File: src/rtl/chksum_pkg.sv
// ============================================================================
// Module   : chksum_pkg
// Brief    : Shared state encoding and default widths for the checksum stage.
// Revision : 1.0  initial release
// ============================================================================
`default_nettype none

package chksum_pkg;

  localparam int unsigned c_def_width = 16;
  localparam int unsigned c_def_len_w = 8;

  typedef enum logic [1:0] {
    IDLE  = 2'd0,
    ACCUM = 2'd1,
    DONE  = 2'd2
  } state_e;

endpackage

`default_nettype wire

File: src/rtl/chksum_add_xor.sv
// ============================================================================
// Module   : chksum_add_xor
// Brief    : Combinational XOR and add-with-carry step feeding the accumulators.
// Revision : 1.0  initial release
// ============================================================================
`default_nettype none

module chksum_add_xor
  import chksum_pkg::*;
#(
  parameter int WIDTH = c_def_width
) (
  input  logic [WIDTH-1:0] a_xor_i,
  input  logic [WIDTH-1:0] a_sum_i,
  input  logic [WIDTH-1:0] b_i,
  output logic [WIDTH-1:0] xor_o,
  output logic [WIDTH-1:0] sum_o,
  output logic             carry_o
);

  assign xor_o            = a_xor_i ^ b_i;
  assign {carry_o, sum_o} = {1'b0, a_sum_i} + {1'b0, b_i};

endmodule

`default_nettype wire

File: src/rtl/chksum_accumulator.sv
// ============================================================================
// Module   : chksum_accumulator
// Brief    : Frame-based XOR / sum / sticky-carry accumulator with handshakes.
//            Optional macro CHKSUM_CARRY_CNT_EN adds a saturating carry count.
// Revision : 1.0  initial release
// ============================================================================
`default_nettype none

module chksum_accumulator
  import chksum_pkg::*;
#(
  parameter int WIDTH = c_def_width,
  parameter int LEN_W = c_def_len_w
) (
  input  logic             clk,
  input  logic             rst_n,
  input  logic             start,
  input  logic [LEN_W-1:0] frame_len,
  input  logic             in_valid,
  input  logic [WIDTH-1:0] in_data,
  output logic             in_ready,
  output logic             out_valid,
  input  logic             out_ready,
  output logic [WIDTH-1:0] out_xor,
  output logic [WIDTH-1:0] out_sum,
  output logic             out_carry,
`ifdef CHKSUM_CARRY_CNT_EN
  output logic [LEN_W-1:0] out_carry_cnt,
`endif
  output logic             busy
);

  state_e           state_q;
  logic [LEN_W-1:0] remaining_q;
  logic [WIDTH-1:0] xor_q, sum_q;
  logic [WIDTH-1:0] xor_d, sum_d;
  logic             carry_q, carry_d;
  logic             in_ready_q, out_valid_q, busy_q;
  logic             beat;

  assign beat = in_valid && in_ready_q;

  chksum_add_xor #(.WIDTH(WIDTH)) u_add_xor (
    .a_xor_i (xor_q),
    .a_sum_i (sum_q),
    .b_i     (in_data),
    .xor_o   (xor_d),
    .sum_o   (sum_d),
    .carry_o (carry_d)
  );

  always_ff @(posedge clk) begin
    if (!rst_n) begin
      state_q     <= IDLE;
      remaining_q <= '0;
      xor_q       <= '0;
      sum_q       <= '0;
      carry_q     <= 1'b0;
      in_ready_q  <= 1'b0;
      out_valid_q <= 1'b0;
      busy_q      <= 1'b0;
    end else begin
      case (state_q)
        IDLE: begin
          if (start) begin
            xor_q   <= '0;
            sum_q   <= '0;
            carry_q <= 1'b0;
            busy_q  <= 1'b1;
            if (frame_len != '0) begin
              remaining_q <= frame_len;
              in_ready_q  <= 1'b1;
              state_q     <= ACCUM;
            end else begin
              out_valid_q <= 1'b1;
              state_q     <= DONE;
            end
          end
        end
        ACCUM: begin
          if (beat) begin
            xor_q       <= xor_d;
            sum_q       <= sum_d;
            carry_q     <= carry_q | carry_d;
            remaining_q <= remaining_q - LEN_W'(1);
            if (remaining_q == LEN_W'(1)) begin
              in_ready_q  <= 1'b0;
              out_valid_q <= 1'b1;
              state_q     <= DONE;
            end
          end
        end
        DONE: begin
          if (out_ready) begin
            out_valid_q <= 1'b0;
            busy_q      <= 1'b0;
            state_q     <= IDLE;
          end
        end
        default: begin
          in_ready_q  <= 1'b0;
          out_valid_q <= 1'b0;
          busy_q      <= 1'b0;
          state_q     <= IDLE;
        end
      endcase
    end
  end

`ifdef CHKSUM_CARRY_CNT_EN
  logic [LEN_W-1:0] carry_cnt_q;

  // Saturates so a long frame of carries never wraps back to a small count.
  always_ff @(posedge clk) begin
    if (!rst_n) begin
      carry_cnt_q <= '0;
    end else if (state_q == IDLE && start) begin
      carry_cnt_q <= '0;
    end else if (beat && carry_d && carry_cnt_q != {LEN_W{1'b1}}) begin
      carry_cnt_q <= carry_cnt_q + LEN_W'(1);
    end
  end

  assign out_carry_cnt = carry_cnt_q;
`endif

  assign in_ready  = in_ready_q;
  assign out_valid = out_valid_q;
  assign busy      = busy_q;
  assign out_xor   = xor_q;
  assign out_sum   = sum_q;
  assign out_carry = carry_q;

endmodule

`default_nettype wire
File: config.mk
export PLATFORM = sky130hd
export DESIGN_NAME = chksum_accumulator
export DESIGN_NICKNAME = d
export VERILOG_FILES = /design/src/rtl/chksum_pkg.sv /design/src/rtl/chksum_add_xor.sv /design/src/rtl/chksum_accumulator.sv
export SDC_FILE = /design/constraint.sdc
export NUM_CORES = 1
export LEC_CHECK = 0
export CELL_PAD_IN_SITES_DETAIL_PLACEMENT = 1
export CELL_PAD_IN_SITES_GLOBAL_PLACEMENT = 1
export CORE_MARGIN = 2
export CORE_UTILIZATION = 34
export DETAILED_ROUTE_END_ITERATION = 8
export GPL_TIMING_DRIVEN = 0
export PLACE_DENSITY_LB_ADDON = 0.1
export SETUP_SLACK_MARGIN = 0.4
export SKIP_LAST_GASP = 1
export SLEW_MARGIN = 15
export SYNTH_ARGS = -nofsm -noshare
export SYNTH_HDL_FRONTEND = slang
export SYNTH_HIERARCHICAL = 1
export SYNTH_SLANG_ARGS = --single-unit
File: constraint.sdc
create_clock -name clk -period 2.8 [get_ports clk]
set_clock_uncertainty 0.15 [all_clocks]
set_input_delay 0.84 -clock clk [delete_from_list [all_inputs] [get_ports clk]]
set_output_delay 0.84 -clock clk [all_outputs]
set_load 0.01 [all_outputs]
; Yosys cells after proc, flatten, opt, wreduce, memory -nomap -nowiden
; Index checks and enable logic that the tools add are counted.
[totals]
register_bits = 46
input_bits = 29
output_inout_bits = 36
elab_cells = 64
[op_classes]
add_sub_neg = 2
n_eq_ne = 9
mux = 31
bitwise_logic = 4
reduce_logical = 10
[op_table]
columns = cell, count
row1 = 16-bit one-hot mux with 2 select lines, 2
row2 = 16-bit 2-to-1 mux, 3
row3 = 8-bit 2-to-1 mux, 3
row4 = 16-bit by 16-bit adder with 17-bit output, 1
row5 = 8-bit one-hot mux with 2 select lines, 1
row6 = 16-bit bitwise XOR, 1
row7 = 1-bit 2-to-1 mux, 12
row8 = 2-bit != test (second input constant), 6
row9 = 2-bit 2-to-1 mux, 5
row10 = 5-bit AND reduction, 2
row11 = 1-bit one-hot mux with 3 select lines, 3
row12 = 8-bit by 1-bit equality test with 1-bit output (second input constant), 1
row13 = 4-bit AND reduction, 2
row14 = 8-bit nonzero test, 1
row15 = 8-bit by 1-bit subtractor with 8-bit output (second input constant), 1
row16 = 2-bit one-hot mux with 3 select lines, 1
row17 = 3-bit AND reduction, 2
row18 = 2-bit by 1-bit equality test with 1-bit output (second input constant), 1
row19 = 2-bit equality test (second input constant), 1
row20 = 2-bit zero test, 1
row21 = 1-bit NOT, 2
row22 = 1-bit one-hot mux with 2 select lines, 1
row23 = 2-bit nonzero test, 1
row24 = 1-bit logical AND, 1
row25 = 1-bit OR, 1

; Depth between registers and ports, before layout
; Gate-level depths: netlist (run 1).
[logic_depth]
depth_word = 4
ltp_mapped = 11
mapped_depth_nobuf = 11

; Hierarchy
; The synthesis (run 1) kept the hierarchy.
[modules_own_cells]
columns = mod, instances, cells_per_inst, area_per_inst_um2, seq_area_each_um2
row1 = chksum_accumulator, 1, 247, 2068.2, 920.9
row2 = chksum_add_xor, 1, 130, 975.9, 0.0

; Worst setup path before layout (run 1)
; Ideal clock, no wire load.
[synth_timing]
path_type = in2reg
start = input port in_data[0]
end = register sum_q[8], in the netlist out_sum[8]
setup_ps = 70
arrival_time_ps = 2623
required_time_ps = 2580
setup_slack_ps = -44
cell_stages = 10
n_path_buf = 0
path_cell_list = ha_1 inv_1 fa_1 and2b_1 o2111ai_2 a21boi_0 o31a_1 xor2_1 nand3_1 a21oi_1
[synth_via]
elab_chain_len = 3
[synth_lines]
columns = element, line_no
row1 = "start, declared", chksum_accumulator.sv:20  ; input logic [WIDTH-1:0] in_data,
row2 = 16-bit by 16-bit adder with 17-bit output, chksum_add_xor.sv:22  ; assign {carry_o, sum_o} = {1'b0, a_sum_i} + {1'b0, b_i};
row3 = named net sum_d[8], chksum_accumulator.sv:36  ; logic [WIDTH-1:0] xor_d, sum_d;
row4 = 16-bit 2-to-1 mux, chksum_accumulator.sv:81  ; if (beat) begin
row5 = 16-bit one-hot mux with 2 select lines, chksum_accumulator.sv:63  ; case (state_q)
row6 = "end signal, assigned", chksum_accumulator.sv:83  ; sum_q <= sum_d;
row7 = "end, declared", chksum_accumulator.sv:35  ; logic [WIDTH-1:0] xor_q, sum_q;
; The timed path passes the listed nets, and every way through them passes these cells. The select of a mux whose other input is x is not followed.
; A chain may end at the register's enable or synchronous reset.

; Worst setup path after layout (run 1)
; Ends and elaborated chain as after synthesis.

==> results of run 1 <==
==> Yosys cell counts (5+ instances only) <==
cell      instances  area [um2]
nand2_1          49         184
nor2_1           16        60.1
buf_6             5        56.3
a21oi_1          51         255
dfxtp_1          46         921
xnor2_1           5        43.8
nand3_1          37         185
o21ai_0          13        65.1
nand2b_1          5        31.3
xor2_1           21         184
buf_2            11        55.1
ha_1             18         225
nor3_1            5        25.0
inv_1            10        37.5
==> where the power goes <==
| part | internal [mW] | switching (mW) |
|---|---|---|
| combinational | 0.276 | 0.309 |
| clock | 0.200 | 0.236 |
| sequential | 0.690 | 0.0406 |
| total | 1.17 | 0.586 |
==> layer usage <==
layer | vias to the layer above | global-route usage (%)
met3 | 18 | 3.90
met4 | 0 | 7.06
met5 | - | 0
met1 | 1549 | 24.6
li1 | 1562 | -
met2 | 61 | 40.1
==> cell type report <==
class	count	area [um2]	area share, %
Timing Repair Buffer	93	882	19.4
Tap cell	108	135	2.97
Multi-Input combinational cell	300	2330	51.3
Inverter	11	41.3	0.909
Clock buffer	7	86.3	1.90
Clock inverter	1	5.00	0.110
Sequential cell	46	922	20.3
Buffer	20	141	3.11
==> cell usage in the layout (no fill, tap or decap), drive strengths merged, types with 4 or more instances in the layout <==
cell type,instances
xnor2,5
buf,49
nand3,37
a21oi,52
dfxtp,46
o32ai,4
inv,10
clkbuf,13
xor2,21
or4,4
o21ai,15
a31oi,4
and3,4
o211ai,4
clkdlybuf4s15,8
nor2,16
nand2,49
nand2b,5
ha,18
dlygate4sd2,10
nor3,5
clkdlybuf4s50,40
nor4,4
==> state kept, by name, indices dropped and copies added, names as in the netlist <==
| signal | count |
|---|---|
| busy | 1 |
| in_ready | 1 |
| out_carry | 1 |
| out_sum | 16 |
| out_valid | 1 |
| out_xor | 16 |
| remaining_q | 8 |
| state_q | 2 |
==> what timing repair did <==
action                     CTS  global route
setup endpoints to repair   37            28
gates resized for setup    105            16
buffers inserted            25             4
pin swaps                   39            27
==> path summary, 6_finish.rpt <==
path	start	to	slack, ns	cells past startpoint
worst max-delay path	in_data[0]	out_sum[8]$_SDFFE_PN0P_	0.05	13
worst min-delay path	out_valid$_SDFFE_PN0P_	out_valid$_SDFFE_PN0P_	0.32	2
worst max register to register	out_sum[0]$_SDFFE_PN0P_	out_sum[8]$_SDFFE_PN0P_	0.25	12
worst min register to register	out_valid$_SDFFE_PN0P_	out_valid$_SDFFE_PN0P_	0.32	2
==> worst reg2reg max path, stage by stage, from the launching register on <==
cell       delay [ns]
dfxtp_1          0.40
ha_4             0.17
inv_2            0.04
fa_2             0.34
and2b_2          0.26
o2111ai_4        0.14
buf_6            0.15
buf_6            0.12
a21boi_4         0.18
o31a_1           0.17
xor2_1           0.17
nand3_1          0.08
a21oi_1          0.13
==> logic make-up after synthesis <==
logic type | Yosys count
compound gates | 108
flops | 46
buf+inv | 31
fa+ha+maj | 19
mux | 2
simple gates | 145
xor+xnor | 26
==> through the flow <==
stage | instances | hold slack, ns | utilization, %
after CTS | 582 | 0.326 | 51.2
final | 586 | 0.322 | 52.1
after global routing | 586 | 0.350 | 52.1
after detailed placement | 549 | 0.313 | 45.2
after floorplan | 377 | 0.306 | -
after global placement | 549 | 0.311 | 45.2
==> qor.yml, run 1 <==
clock.fmax_mhz: 363
synthSimpleGateAreaFrac_pct: 24.7
async_flop_share_pct: 0
nFillCells: 1032
worst_slack_ns: 0.0455
arrival_ns: 2.84
drt_iter0_markers: 65
numCtsBuffers: 5
area_growth_pct: 49.2
synthMuxAreaShare_pct: 0.658
portBuffers: 64
grt_start_max_net_pins: 14
ys_types: 62
clock_path_buffers: 2
top_layer: "met4"
ys_ff_latch: 46
met1Wirelength_um: 4330
hold_buffers: 0
clockRootBuffer: "clkbuf_8"
drive_gt1_share_pct: 26.4
dieHeight_um: 98.6
cp_max_fo: 2
wl_met3_um: 358
required_ns: 2.89
synth_cells: 377
yosysSeqAreaShare_pct: 30.3
clk_latency_ns: 0.30
ir_worst_vdd_mv: 0.242
p_leak_nw: 1.68
clock_sinks: 46
clk_pin_slew_ns: 0.10
nets: 525
maxCapViolCount: 0
worst_setup_path_start_kind: "primary input"
worstSetupPathType: "primary input to flip-flop"
crit_family: "compound AO/OA/AOI/OAI gates"
cp_slowest_cell: "fa_2"
fin_tns_setup_ns: 0
cts_tree: "built"
finalCriticalPeriod_ns: 2.75
ys.flop_type: "dfxtp_1"
tightest_slew_ns: 0.538
cp_num_buf_inv: 4
drt_pre_antenna_iters: 4
wl_per_cell_um: 17.9
io_pins: 65
dieArea_um2: 9730
hold_path.class: "flip-flop to flip-flop"
initial_core_util_pct: 34.9
dr_wl_met2_um: 5580
antennaDiodeCount: 0
synth_top_family_by_area: "simple AND/OR/NAND/NOR gates"
yosysWarnings: 6
syn-cell-area_um2: 3040
synthAdderAreaFrac_pct: 8.06
syn-num-nets: 425
coreArea_um2: 8720
synth-xor-area-share_pct: 7.48
rsz0062_at_grt: "yes"
worstPathCellList: "buf_8 -> ha_4 -> inv_2 -> fa_2 -> and2b_2 -> o2111ai_4 -> buf_6 -> buf_6 -> a21boi_4 -> o31a_1 -> xor2_1 -> nand3_1 -> a21oi_1"
synth_compound_area_share_pct: 23.3
gp_congestion: 0.836
drc: 0
rows: 34
dr_total_vias: 3190
avgSynthCellArea_um2: 8.07
ant_nets: 0
p_total_mw: 1.75
final_max_slew_viol_count: 0
place_ws_ns: -0.934
slowest_delay_ns: 0.34
fin_area_um2: 4540
grt_pass1_wl_um: 16800
first_global_vias: 3418
finalCritPeriodShare_pct: 98.4
relSlewSlack_pct: 64.1
viasPerCell: 5.44
globalRouteOverflowTotal: 0
antenna_found_initial: 0
place_hpwl_um: 7370
grt_usage_pct: 21.5
synth-edff-count: 0
cts_max_level: 2
setup_viol: 0
dieWidth_um: 98.6
finalHoldViolCount: 0
cp_common_cell: "buf_6"
status: "finished clean"
place_area_um2: 3940
routed_wl_um: 10500
end_kind: "flip-flop"
power.density_nw_per_um2: 385
Power figures use the tool's default switching activity.
==> inputs of run 2 (changes only) <==
Settings changed: CORE_UTILIZATION 34 to 33, SYNTH_HIERARCHICAL 1 to default.
==> run 2 against run 1 <==
Non-clock buffer count is 12 lower; combinational power is 6.3% higher; die area is 9.9% lower; critical path type unchanged; critical endpoint is now out_sum[10]$_SDFFE_PN0P_; largest cell class unchanged.
==> qor.yml, run 2 <==
status: "finished clean"
power.density_nw_per_um2: 444
final_max_slew_viol_count: 0
coreArea_um2: 7770
drt_iter0_markers: 82
ant_nets: 0
setup_viol: 0
area_growth_pct: 55.5
grt_start_max_net_pins: 15
end_kind: "flip-flop"
clock_sinks: 46
drc: 0
power_switching_mw: 0.635
yosysSeqAreaShare_pct: 34.7
clk_pin_slew_ns: 0.10
slowest_delay_ns: 0.37
routed_wl_um: 8790
maxCapViolCount: 0
initial_core_util_pct: 34.1
worst_setup_path_start_kind: "primary input"
antennaDiodeCount: 0
fin_util_pct: 53.0
ys.flop_type: "dfxtp_1"
p_total_mw: 1.83
yosys-top-cells-area: "dfxtp_1 (35%), ha_1 (8.5%), xor2_1 (8.3%)"
drt_pre_antenna_iters: 4
finalHoldViolCount: 0
cp_num_buf_inv: 2
crit_family: "compound AO/OA/AOI/OAI gates"
synth-edff-count: 0
yosys-top-cells-count: "dfxtp_1 (46), nor2_1 (41), nand2_1 (40)"
hold_slack_ns: 0.333
synth_largest_area_cell: "dfxtp_1"
cp_max_fo: 2
rr_startpoint: "out_sum[7]$_SDFFE_PN0P_"
layout_commonest_cell: "dfxtp_1"
nets: 467
grt_usage_pct: 19.5
tightest_slew_ns: 0.619
ir_worst_vdd_mv: 0.272
wl_per_cell_um: 16.8
avgSynthCellArea_um2: 8.15
io_pins: 65
hp-start: "out_sum[14]$_SDFFE_PN0P_"
crit_path_start: "in_data[0]"
dieArea_um2: 8760
dr_total_vias: 2710
cts_max_level: 2
place_ws_ns: -0.592
syn-num-nets: 373
clkPwrFrac_pct: 24.6
rows: 32
clockRootBuffer: "clkbuf_8"
switching_share_pct: 34.7
rsz0062_at_grt: "yes"
hold_path.class: "flip-flop to flip-flop"
required_ns: 2.85
clk_latency_ns: 0.30
worstSetupPathType: "primary input to flip-flop"
first_global_vias: 2775
clock.fmax_mhz: 398
synth_cells: 325
finalCritPeriodShare_pct: 89.7
cts_tree: "built"
grt_pass1_wl_um: 13500
dieHeight_um: 93.6
final_cell_mix: "dfxtp_1 (46), clkdlybuf4s50_1 (42), nand2_1 (39)"
synth_most_common_cell: "dfxtp_1"
syn-cell-area_um2: 2650
yosysTopAreaCellShare_pct: 34.7
numCtsBuffers: 5
ys_types: 49
ys_ff_latch: 46
arrival_ns: 2.57
gp_congestion: 0.812
p_leak_nw: 1.60
worstPathCellList: "buf_8 -> ha_4 -> inv_2 -> fa_2 -> nor2b_4 -> o2111ai_2 -> nand3b_1 -> a211o_2 -> xor2_1 -> a32o_1"
finalCriticalPeriod_ns: 2.51
power_frac_seq_pct: 41.4
clock_path_buffers: 2
globalRouteOverflowTotal: 0
portBuffers: 64
viasPerCell: 5.19
drive_gt1_share_pct: 24.5
cp_slowest_cell: "a211o_2"
internal-power_mw: 1.19
antenna_found_initial: 0
dieWidth_um: 93.6
comb_power_share_pct: 34.0
hold_buffers: 0
worst_slack_ns: 0.288
place_hpwl_um: 5850
relSlewSlack_pct: 58.6
yosysWarnings: 0
async_flop_share_pct: 0
run 2: cell types whose count changed after synthesis, moves of 9 or more:
| cell | change |
|---|---|
| nor2_1 | +25 |
| a21oi_1 | -31 |
| nand2_1 | -9 |
| nand3_1 | -32 |
run 2: what timing repair did:
item / 4_1_cts / 5_1_grt
endpoints found under the setup margin: 34 / 25
pin swaps: 30 / 28
setup buffers: 16 / 7
resized for setup: 89 / 28
hold endpoints to repair: 0 / 0
run 2: routing by layer:
layer / vias to the layer above / GRT usage, % / wire [um]
met2: 56 / 33.9 / 4380
met1: 1326 / 25.0 / 4030
met4: 0 / 5.92 / 120
met3: 8 / 2.66 / 259
met5: - / 0 / 0
li1: 1320 / - / -
run 2: worst register-to-register path: stages (launching register included):
cell and delay (ns):
dfxtp_1 0.41, ha_4 0.22, buf_6 0.12, buf_6 0.13, nand4_1 0.11, o22ai_2 0.10
a211oi_2 0.28, o21ai_4 0.13, a311oi_2 0.25, xor2_1 0.20, o21ai_1 0.09
run 2: through the flow:
stage	std cells	area [um2]	TNS (ns)
final	522	4120	0
after global routing	522	4120	0
after CTS	515	3970	0
after detailed placement	491	3550	-9.40
after global placement	491	3550	-8.90
after floorplan	325	2790	0
run 2: cells by family (layout without fill, tap and decap cells):
logic type	Yosys count	in the layout	share of synthesized area, %
and+or+nand+nor	124	124	21.7
DFF	46	46	34.7
buffers and inverters	22	117	3.78
xor gates and xnor gates	30	30	9.91
adders and majority gates	19	19	9.25
AOI/OAI and AO/OA	84	84	20.6
run 2: layout make-up:
class	instances	area [um2]
clock inverters	2	12.5
well taps	102	128
fillers	897	3650
inverters	8	30.0
repair buffers	87	791
plain buffers	14	110
flip-flops and latches	46	921
clock buffers	6	82.6
multi-input cells	257	2050
run 2: final timing paths:
check                                                 to  slack [ns]  cells after the start
worst min register to register  out_sum[14]$_SDFFE_PN0P_        0.33                      2
worst max-delay path            out_sum[10]$_SDFFE_PN0P_        0.29                     10
worst max register to register  out_sum[15]$_SDFFE_PN0P_        0.51                     10
worst min-delay path            out_sum[14]$_SDFFE_PN0P_        0.33                      2
run 2: power groups by stage:
stage / logic, mW / registers (mW) / clock network [mW]
after floorplan: 0.320 / 0.778 / 0
after detailed placement: 0.548 / 0.771 / 0
after global placement: 0.537 / 0.768 / 0
after global routing: 0.687 / 0.767 / 0.490
after CTS: 0.596 / 0.757 / 0.462
final: 0.622 / 0.758 / 0.449
==> inputs of run 3 (changes only) <==
Clock period 2.8 ns to 2.2 ns, I/O delays scaled along.
==> run 3 against run 2 <==
The run now ends with setup timing left; first-iteration DRC count down 2.4%; combinational power up 46%; sequential share of layout area fell by 0.47 points; register-to-register slack got worse by 0.53 ns; wire length increased by 3.9%; worst setup slack worse by 0.39 ns; hold slack worse by 0.013 ns; via count rose by 2.2%.
==> qor.yml, run 3 (synthesized netlist as in run 2, its figures left out) <==
grt_pass1_wl_um: 14700
rsz0062_at_grt: "yes"
relSlewSlack_pct: 67.6
dieHeight_um: 93.6
cts_max_level: 2
ir_worst_vdd_mv: 0.272
routed_wl_um: 9130
io_pins: 65
finalCriticalPeriod_ns: 2.30
p_total_mw: 2.38
clockRootBuffer: "clkbuf_8"
rows: 32
clock_sinks: 46
portBuffers: 64
wl_per_cell_um: 17.1
clock_path_buffers: 2
place_hpwl_um: 5820
power.density_nw_per_um2: 548
place_inst: 491
worst_slack_ns: -0.104
coreArea_um2: 7770
area_growth_pct: 63.6
ant_nets: 0
finalCritPeriodShare_pct: 105
dieArea_um2: 8760
maxCapViolCount: 0
antenna_found_initial: 0
grt_start_max_net_pins: 13
drt_iter0_markers: 80
antennaDiodeCount: 0
crit_path_start: "in_data[7]"
grt_usage_pct: 21.2
final_max_slew_viol_count: 0
drc: 0
violations: "setup timing"
nFillCells: 905
setup_viol: 6
finalHoldViolCount: 0
clk_pin_slew_ns: 0.09
fin_tns_setup_ns: -0.370
worstSetupPathType: "primary input to flip-flop"
rr_startpoint: "out_sum[7]$_SDFFE_PN0P_"
initial_core_util_pct: 34.1
viasPerCell: 5.18
arrival_ns: 2.33
hold_path.class: "flip-flop to flip-flop"
end_kind: "flip-flop"
layout_commonest_cell: "nor2_1"
cts_tree: "built"
status: "finished, violations left"
nets: 481
clock.fmax_mhz: 434
numCtsBuffers: 5
fin_cells: 535
drive_gt1_share_pct: 37.9
clk_latency_ns: 0.30
hp-start: "out_sum[14]$_SDFFE_PN0P_"
dr_total_vias: 2770
tightest_slew_ns: 0.487
globalRouteOverflowTotal: 0
drt_pre_antenna_iters: 4
dieWidth_um: 93.6
p_leak_nw: 1.85
gp_congestion: 0.790
final_cell_mix: "nor2_1 (36), dlygate4sd2_1 (34), nand2_1 (31)"
required_ns: 2.23
first_global_vias: 2949
worst_setup_path_start_kind: "primary input"
cp_max_fo: 3
run 3: worst max-delay path, cell delays in order:
cell,delay (ns)
buf_8,0.10
ha_4,0.20
buf_6,0.12
a211oi_2,0.20
nor2_2,0.09
o31a_1,0.28
a21o_1,0.19
buf_6,0.13
a21oi_4,0.13
xor2_1,0.16
o21ai_1,0.07
run 3: cell type report:
class / instances / area [um2] / share of cell area (%)
plain buffers: 14 / 135 / 3.12
clock buffers: 7 / 76.3 / 1.76
inverters: 8 / 30.0 / 0.693
multi-input cells: 257 / 2100 / 48.5
flip-flops and latches: 46 / 948 / 21.9
well taps: 102 / 128 / 2.94
repair buffers: 101 / 913 / 21.1
run 3: stage by stage:
step / util (%) / hold WS [ns] / cell area, um2 / setup slack (ns)
after CTS: 54.2 / 0.324 / 4210 / -0.106
after global placement: 46.6 / 0.310 / 3620 / -0.985
after global routing: 55.8 / 0.364 / 4340 / -0.181
after detailed placement: 46.6 / 0.314 / 3620 / -1.00
final: 55.8 / 0.320 / 4340 / -0.104
after floorplan: - / 0.305 / 2850 / -0.259
run 3: worst paths after layout:
path | end | slack [ns] | cells after the start
worst max-delay path | out_sum[12]$_SDFFE_PN0P_ | -0.10 | 11
worst min-delay path | out_sum[14]$_SDFFE_PN0P_ | 0.32 | 2
worst max register to register | out_sum[12]$_SDFFE_PN0P_ | -0.02 | 10
worst min register to register | out_sum[14]$_SDFFE_PN0P_ | 0.32 | 2
run 3: per-layer routing:
metal	track usage [%]	wire (um)
met5	0	0
met4	5.19	192
met3	3.06	382
met2	38.3	4680
met1	26.4	3880
run 3: repair_timing:
item,in CTS,in global routing
resized for setup,212,27
gates cloned,2,0
buffers inserted,29,6
hold buffers,0,0
setup endpoints to repair,81,52
pin swaps,55,22
run 3: where the power goes:
group | switching, mW | internal (mW)
registers | 0.0583 | 0.905
clock network | 0.285 | 0.220
logic | 0.477 | 0.433
